## config.mk

```make
export PLATFORM = sky130hd
export DESIGN_NAME = mem_stage_lsu
export DESIGN_NICKNAME = d
export VERILOG_FILES = /design/src/rtl/mem_stage_lsu.sv
export SDC_FILE = /design/constraint.sdc
export NUM_CORES = 2
export LEC_CHECK = 0
export ABC_AREA = 1
export CORE_MARGIN = 3
export CORE_UTILIZATION = 50
export CTS_CLUSTER_SIZE = 8
export DETAILED_ROUTE_END_ITERATION = 6
export PLACE_DENSITY = 0.66
export SLEW_MARGIN = 25
export SYNTH_ARGS = -nofsm -noshare
export SYNTH_HDL_FRONTEND = slang
export SYNTH_SLANG_ARGS = --single-unit
```

## constraint.sdc

```tcl
create_clock -name clk -period 9.9 [get_ports clk]
set_clock_uncertainty 0.15 [all_clocks]
set_input_delay 0.99 -clock clk [delete_from_list [all_inputs] [get_ports clk]]
set_output_delay 0.99 -clock clk [all_outputs]
set_load 0.05 [all_outputs]
```

## src/rtl/mem_stage_lsu.sv

```systemverilog
// MEM-stage load/store unit: word-organised data memory with byte-lane
// stores, funct3 width decode with sign/zero extension, misaligned/illegal
// access detection and a configurable number of wait states that hold
// mem_stall high while an access is outstanding.
module mem_stage_lsu #(
    parameter int unsigned DEPTH       = 32,
    parameter int unsigned WAIT_STATES = 0
) (
    input  logic        clk,
    input  logic        rst,
    input  logic        EXMEM_MemoryRead,
    input  logic        EXMEM_MemoryWrite,
    input  logic [2:0]  funct3,
    input  logic [31:0] EXMEM_AluRES,
    input  logic [31:0] rs2,
    output logic [31:0] EXMEM_LoadData,
    output logic        load_valid,
    output logic        mem_stall,
    output logic        mem_fault
);

    localparam int unsigned AW       = $clog2(DEPTH);
    localparam bit          NO_WAIT  = (WAIT_STATES == 0);
    localparam logic [3:0]  CNT_INIT = NO_WAIT ? 4'd0 : 4'(WAIT_STATES - 1);

    localparam logic [2:0] F3_B  = 3'b000;
    localparam logic [2:0] F3_H  = 3'b001;
    localparam logic [2:0] F3_W  = 3'b010;
    localparam logic [2:0] F3_BU = 3'b100;
    localparam logic [2:0] F3_HU = 3'b101;

    typedef enum logic [1:0] {
        S_IDLE,
        S_BUSY,
        S_DONE
    } state_t;

    state_t state, state_next;

    logic [31:0] mem [DEPTH];

    // Request fields captured at acceptance
    logic [AW+1:0] req_addr;
    logic [31:0]   req_data;
    logic [2:0]    req_f3;
    logic          req_store;
    logic [3:0]    cnt;

    // Fields of the access currently being performed
    logic          req_in;
    logic          accept;
    logic          complete;
    logic [AW+1:0] acc_addr;
    logic [31:0]   acc_data;
    logic [2:0]    acc_f3;
    logic          acc_store;
    logic [AW-1:0] acc_idx;
    logic [1:0]    acc_lane;
    logic          acc_fault;

    logic [31:0] rd_word;
    logic [31:0] wr_word;
    logic [31:0] load_ext;

    // Next values of the registered outputs
    logic [31:0] ld_d;
    logic        lv_d;
    logic        mf_d;
    logic        stall_d;

    // Address bits above the memory size only wrap; they carry no meaning
    logic unused_addr_hi;
    assign unused_addr_hi = ^EXMEM_AluRES[31:AW+2];

    assign req_in = EXMEM_MemoryRead | EXMEM_MemoryWrite;
    assign accept = (state == S_IDLE) && req_in;

    // Zero wait states complete at the accepting edge using live inputs;
    // otherwise the access is performed from the latched copy in DONE.
    assign complete = (NO_WAIT && accept) || (state == S_DONE);

    // Select between live inputs (IDLE) and the latched request
    always_comb begin
        if (state == S_IDLE) begin
            acc_addr  = EXMEM_AluRES[AW+1:0];
            acc_data  = rs2;
            acc_f3    = funct3;
            acc_store = EXMEM_MemoryWrite;
        end else begin
            acc_addr  = req_addr;
            acc_data  = req_data;
            acc_f3    = req_f3;
            acc_store = req_store;
        end
    end

    assign acc_idx  = acc_addr[AW+1:2];
    assign acc_lane = acc_addr[1:0];
    assign rd_word  = mem[acc_idx];

    // Illegal width encodings and misalignment detection
    always_comb begin
        acc_fault = 1'b0;
        if (acc_store) begin
            if (acc_f3[2] || (acc_f3 == 3'b011))
                acc_fault = 1'b1;
        end else begin
            if ((acc_f3 == 3'b011) || (acc_f3 == 3'b110) || (acc_f3 == 3'b111))
                acc_fault = 1'b1;
        end
        if ((acc_f3[1:0] == 2'b01) && acc_lane[0])
            acc_fault = 1'b1;
        if ((acc_f3[1:0] == 2'b10) && (acc_lane != 2'b00))
            acc_fault = 1'b1;
    end

    // Merge store data into the addressed word, preserving untouched lanes
    always_comb begin
        wr_word = rd_word;
        case (acc_f3[1:0])
            2'b00:   wr_word[{acc_lane, 3'b000} +: 8]     = acc_data[7:0];
            2'b01:   wr_word[{acc_lane[1], 4'b0000} +: 16] = acc_data[15:0];
            default: wr_word = acc_data;
        endcase
    end

    // Lane select and sign/zero extension for loads
    always_comb begin
        logic [7:0]  sel_b;
        logic [15:0] sel_h;
        sel_b = rd_word[{acc_lane, 3'b000} +: 8];
        sel_h = rd_word[{acc_lane[1], 4'b0000} +: 16];
        case (acc_f3)
            F3_B:    load_ext = {{24{sel_b[7]}}, sel_b};
            F3_H:    load_ext = {{16{sel_h[15]}}, sel_h};
            F3_W:    load_ext = rd_word;
            F3_BU:   load_ext = {24'd0, sel_b};
            F3_HU:   load_ext = {16'd0, sel_h};
            default: load_ext = '0;
        endcase
    end

    // FSM state register
    always_ff @(posedge clk) begin
        if (rst)
            state <= S_IDLE;
        else
            state <= state_next;
    end

    // FSM next-state logic
    always_comb begin
        state_next = state;
        case (state)
            S_IDLE:  if (req_in && !NO_WAIT) state_next = S_BUSY;
            S_BUSY:  if (cnt == 4'd0) state_next = S_DONE;
            S_DONE:  state_next = S_IDLE;
            default: state_next = S_IDLE;
        endcase
    end

    // FSM output logic: next values of the registered outputs
    always_comb begin
        ld_d    = EXMEM_LoadData;
        lv_d    = 1'b0;
        mf_d    = 1'b0;
        stall_d = (state_next != S_IDLE);
        if (complete) begin
            if (acc_fault) begin
                mf_d = 1'b1;
                ld_d = '0;
            end else if (!acc_store) begin
                lv_d = 1'b1;
                ld_d = load_ext;
            end
        end
    end

    // Output registers
    always_ff @(posedge clk) begin
        if (rst) begin
            EXMEM_LoadData <= '0;
            load_valid     <= 1'b0;
            mem_fault      <= 1'b0;
            mem_stall      <= 1'b0;
        end else begin
            EXMEM_LoadData <= ld_d;
            load_valid     <= lv_d;
            mem_fault      <= mf_d;
            mem_stall      <= stall_d;
        end
    end

    // Request capture at acceptance and wait-state countdown
    always_ff @(posedge clk) begin
        if (rst) begin
            req_addr  <= '0;
            req_data  <= '0;
            req_f3    <= '0;
            req_store <= 1'b0;
            cnt       <= '0;
        end else if (accept) begin
            req_addr  <= EXMEM_AluRES[AW+1:0];
            req_data  <= rs2;
            req_f3    <= funct3;
            req_store <= EXMEM_MemoryWrite;
            cnt       <= CNT_INIT;
        end else if ((state == S_BUSY) && (cnt != 4'd0)) begin
            cnt <= cnt - 4'd1;
        end
    end

    // Data memory: cleared on reset, written on a fault-free store completion
    always_ff @(posedge clk) begin
        if (rst) begin
            for (int unsigned i = 0; i < DEPTH; i++)
                mem[AW'(i)] <= '0;
        end else if (complete && acc_store && !acc_fault) begin
            mem[acc_idx] <= wr_word;
        end
    end

endmodule
```

==> results.sh <==
export IMPL_ys_top_cells_by_count="2020 x nand2_1, 1139 x inv_1, 1024 x edfxtp_1"
export IMPL_drtIter0Drc=5071
export IMPL_grt_max_degree=122
export IMPL_period_minus_slack_ps=6054
export IMPL_ys_types=45
export IMPL_grtUsageTotal=0.2767
export IMPL_cp_startpoint="state[1]"
export IMPL_yosysWarnings=0
export IMPL_worstPathCellList="nor2_4 -> buf_4 -> nand2_2 -> nand2_8 -> buf_4 -> o21ai_0 -> nand2_1 -> nand3_1 -> nand2_1 -> nand2_1 -> nor2_1 -> a31oi_1 -> o211ai_4 -> nand2_1 -> inv_2"
export IMPL_die_area_um2=114400
export IMPL_core_area_um2=109200
export IMPL_period_share=0.6116
export IMPL_start_kind="flip-flop"
export IMPL_cts_tree="yes"
export IMPL_cts_resized_gates=0
export IMPL_num_rows=121
export IMPL_setup_violations_final=0
export IMPL_synth_ff_type="edfxtp_1"
export IMPL_yosysSeqAreaShare=0.5874
export IMPL_cts_setup_buffers=0
export IMPL_yosysTopAreaCellShare=0.5570
export IMPL_n_fill_cell=9601
export IMPL_yosysMostFrequentCell="nand2_1"
export IMPL_cts_buffers=156
export IMPL_dpl_hpwl_um=94120
export IMPL_path_class="flip-flop to flip-flop"
export IMPL_power_leakage_nw=30.81
export IMPL_synth_edff_count=1024
export IMPL_layout_cells_non_filler=7778
export IMPL_violations="design-rule violations"
export IMPL_yosysTopAreaCell="edfxtp_1"
export IMPL_io_pins=106
export IMPL_clock_path_buffers=3
export IMPL_worst_path_largest_cell_delay_ps=840
export IMPL_timing_hold_worst_class="flip-flop to flip-flop"
export IMPL_hold_violations=0
export IMPL_insertion_delay_ps=760
export IMPL_syn_area_per_cell_um2=8.714
export IMPL_synth_seq_cells=1108
export IMPL_diodes=0
export IMPL_syn_nets=6413
export IMPL_htree_levels=4
export IMPL_syn_inst=6336
export IMPL_async_flop_share=0
export IMPL_cp_common_cell="nand2_1"
export IMPL_required_ps=10360
export IMPL_fp_dieH_um=338.3
export IMPL_vias=41460
export IMPL_worst_ep_arrival_time_ps=6510
export IMPL_drc_errors=1
export IMPL_drv_cap=0
export IMPL_slew_headroom=0.2714
export IMPL_setup_tns_ps=0
export IMPL_cp_top_family="simple AND/OR/NAND/NOR gates"
export IMPL_placed_cells=7593
export IMPL_holdBufCountCts=0
export IMPL_drv_slew=0
export IMPL_rsz0062_at_grt="no"
export IMPL_r2r_start="state[1]"
export IMPL_fin_util=0.5586
export IMPL_cp_slowest_cell="o211ai_4"
export IMPL_overflow=0
export IMPL_regArea_um2=32430
export IMPL_wirelength_um=159900
export IMPL_avgRoutedWirePerCell_um=20.56
export IMPL_port_buffers=80
export IMPL_hold_start="EXMEM_LoadData[2]"
export IMPL_grt_pass1_vias=39420
export IMPL_crit_path_max_fanout=117
export IMPL_drt_pass1_iterations=7
export IMPL_syn_to_final_growth_pct=10.45
export IMPL_die_w_um=338.3
export IMPL_cts_root_buffer="clkbuf_16"
export IMPL_multi_input_area_um2=16360
export IMPL_max_slew_worst_pin_slew_ps=1090
export IMPL_clock_sinks=1108
export IMPL_cp_buffers_inverters=3
export IMPL_netlist_area_um2=55210
export IMPL_clkTransAtPathRegs_ps=50
export IMPL_fmax_mhz=165.2
export IMPL_ys_top_cells_by_area="edfxtp_1 56%, nand2_1 14%, inv_1 7.7%, o21ai_0 3.3%, nor2_1 3.3%"
export IMPL_gp_congestion=0.9271
export IMPL_grt_pass1_wl_um=240900
export IMPL_viasPerCell=5.331
export IMPL_power_density_nw_per_um2=183.2
export IMPL_antenna_found_initial=1
export IMPL_drive_above_1_share=0.08426
export IMPL_layout_nets=6353
export IMPL_drtAntennaViolNets=0
export IMPL_start_util=0.5058
export IMPL_status="finished, violations left"
export IMPL_crit_path_end_kind="flip-flop"
export IMPL_vdd_ir_drop_worst_mv=0.1340
==> placed cells by master (no fill, tap or decap), drive strengths merged, types with 79 or more instances in the layout <==
cell / synthesis / routed
nand2: 2030 / 2030
inv: 1218 / 1225
edfxtp: 1024 / 1024
nor2: 526 / 526
o21ai: 451 / 451
nand3: 238 / 238
clkbuf: 111 / 174
a21oi: 109 / 109
o22ai: 108 / 108
or2: 103 / 103
dfxtp: 84 / 84
buf: 269 / 83
clkdlybuf4s50: 0 / 79
==> cell families (layout without fill, tap and decap cells) <==
kind of cell / count (synthesis) / count (layout) / synth area share
multiplexers: 5 / 5 / 0.0009066
AO/OA/AOI/OAI: 701 / 701 / 0.06924
XOR/XNOR: 1 / 1 / 0.0001587
flip-flops: 1108 / 1108 / 0.5874
adder cells (fa/ha/maj): 6 / 6 / 0.001360
buffers and inverters: 1603 / 1569 / 0.1206
AND/OR/NAND/NOR: 2912 / 2912 / 0.2204
==> area by class of cell <==
type                       instances  share of cell area
sequential                      1108              0.5318
multi-input combinational       3625              0.2682
inverter                        1223             0.07553
clock buffer                     174             0.06722
tap                             1476             0.03028
timing repair buffer             162             0.02421
clock inverter                    10            0.002708
==> worst paths after layout <==
check	to	slack, ps	cells past startpoint
max	mem[18][12]	3850	15
min	EXMEM_LoadData[2]	310	2
max reg2reg	mem[18][12]	3850	15
min reg2reg	EXMEM_LoadData[2]	310	2
==> through the flow <==
step	hold slack [ps]	setup WS, ps	power [mW]	area [µm²]
finish	311.0	3846	11.17	60980
global route	327.3	3396	11.49	60980
CTS	310.4	3848	11.19	60950
detailed placement	302.6	3461	6.411	56680
global placement	300.1	3469	6.390	56660
floorplan	291.2	5255	6.039	55210
==> report_power, final <==
part	internal, mW	switching (mW)	leakage, nW
sequential	5.27	0.0433	11.3
clock	2.89	1.94	2.09
combinational	0.227	0.797	17.5
total	8.39	2.78	30.8
==> worst reg2reg max path, stage by stage (launching register included) <==
cell	delay, ps
dfxtp_1	340
nor2_4	130
buf_4	600
nand2_2	520
nand2_8	810
buf_4	820
o21ai_0	220
nand2_1	100
nand3_1	70
nand2_1	80
nand2_1	100
nor2_1	600
a31oi_1	250
o211ai_4	840
nand2_1	200
inv_2	80
==> routing by layer <==
layer  routed length (µm)  track usage  vias to the layer above
li1                     -            -                    19560
met1                64220       0.3704                    19680
met2                74870       0.4493                     1895
met3                14180      0.04422                      321
met4                 6659       0.1177                        0
met5                    0    0.0004167                        -
==> sequential cells by signal, summed over array words and instances, names as in the netlist <==
name,cells
EXMEM_LoadData,32
state,2
cnt,4
load_valid,1
req_addr,7
mem,1024
req_store,1
mem_fault,1
req_f3,3
mem_stall,1
req_data,32
Note: power is estimated with default switching activity, not from simulation.
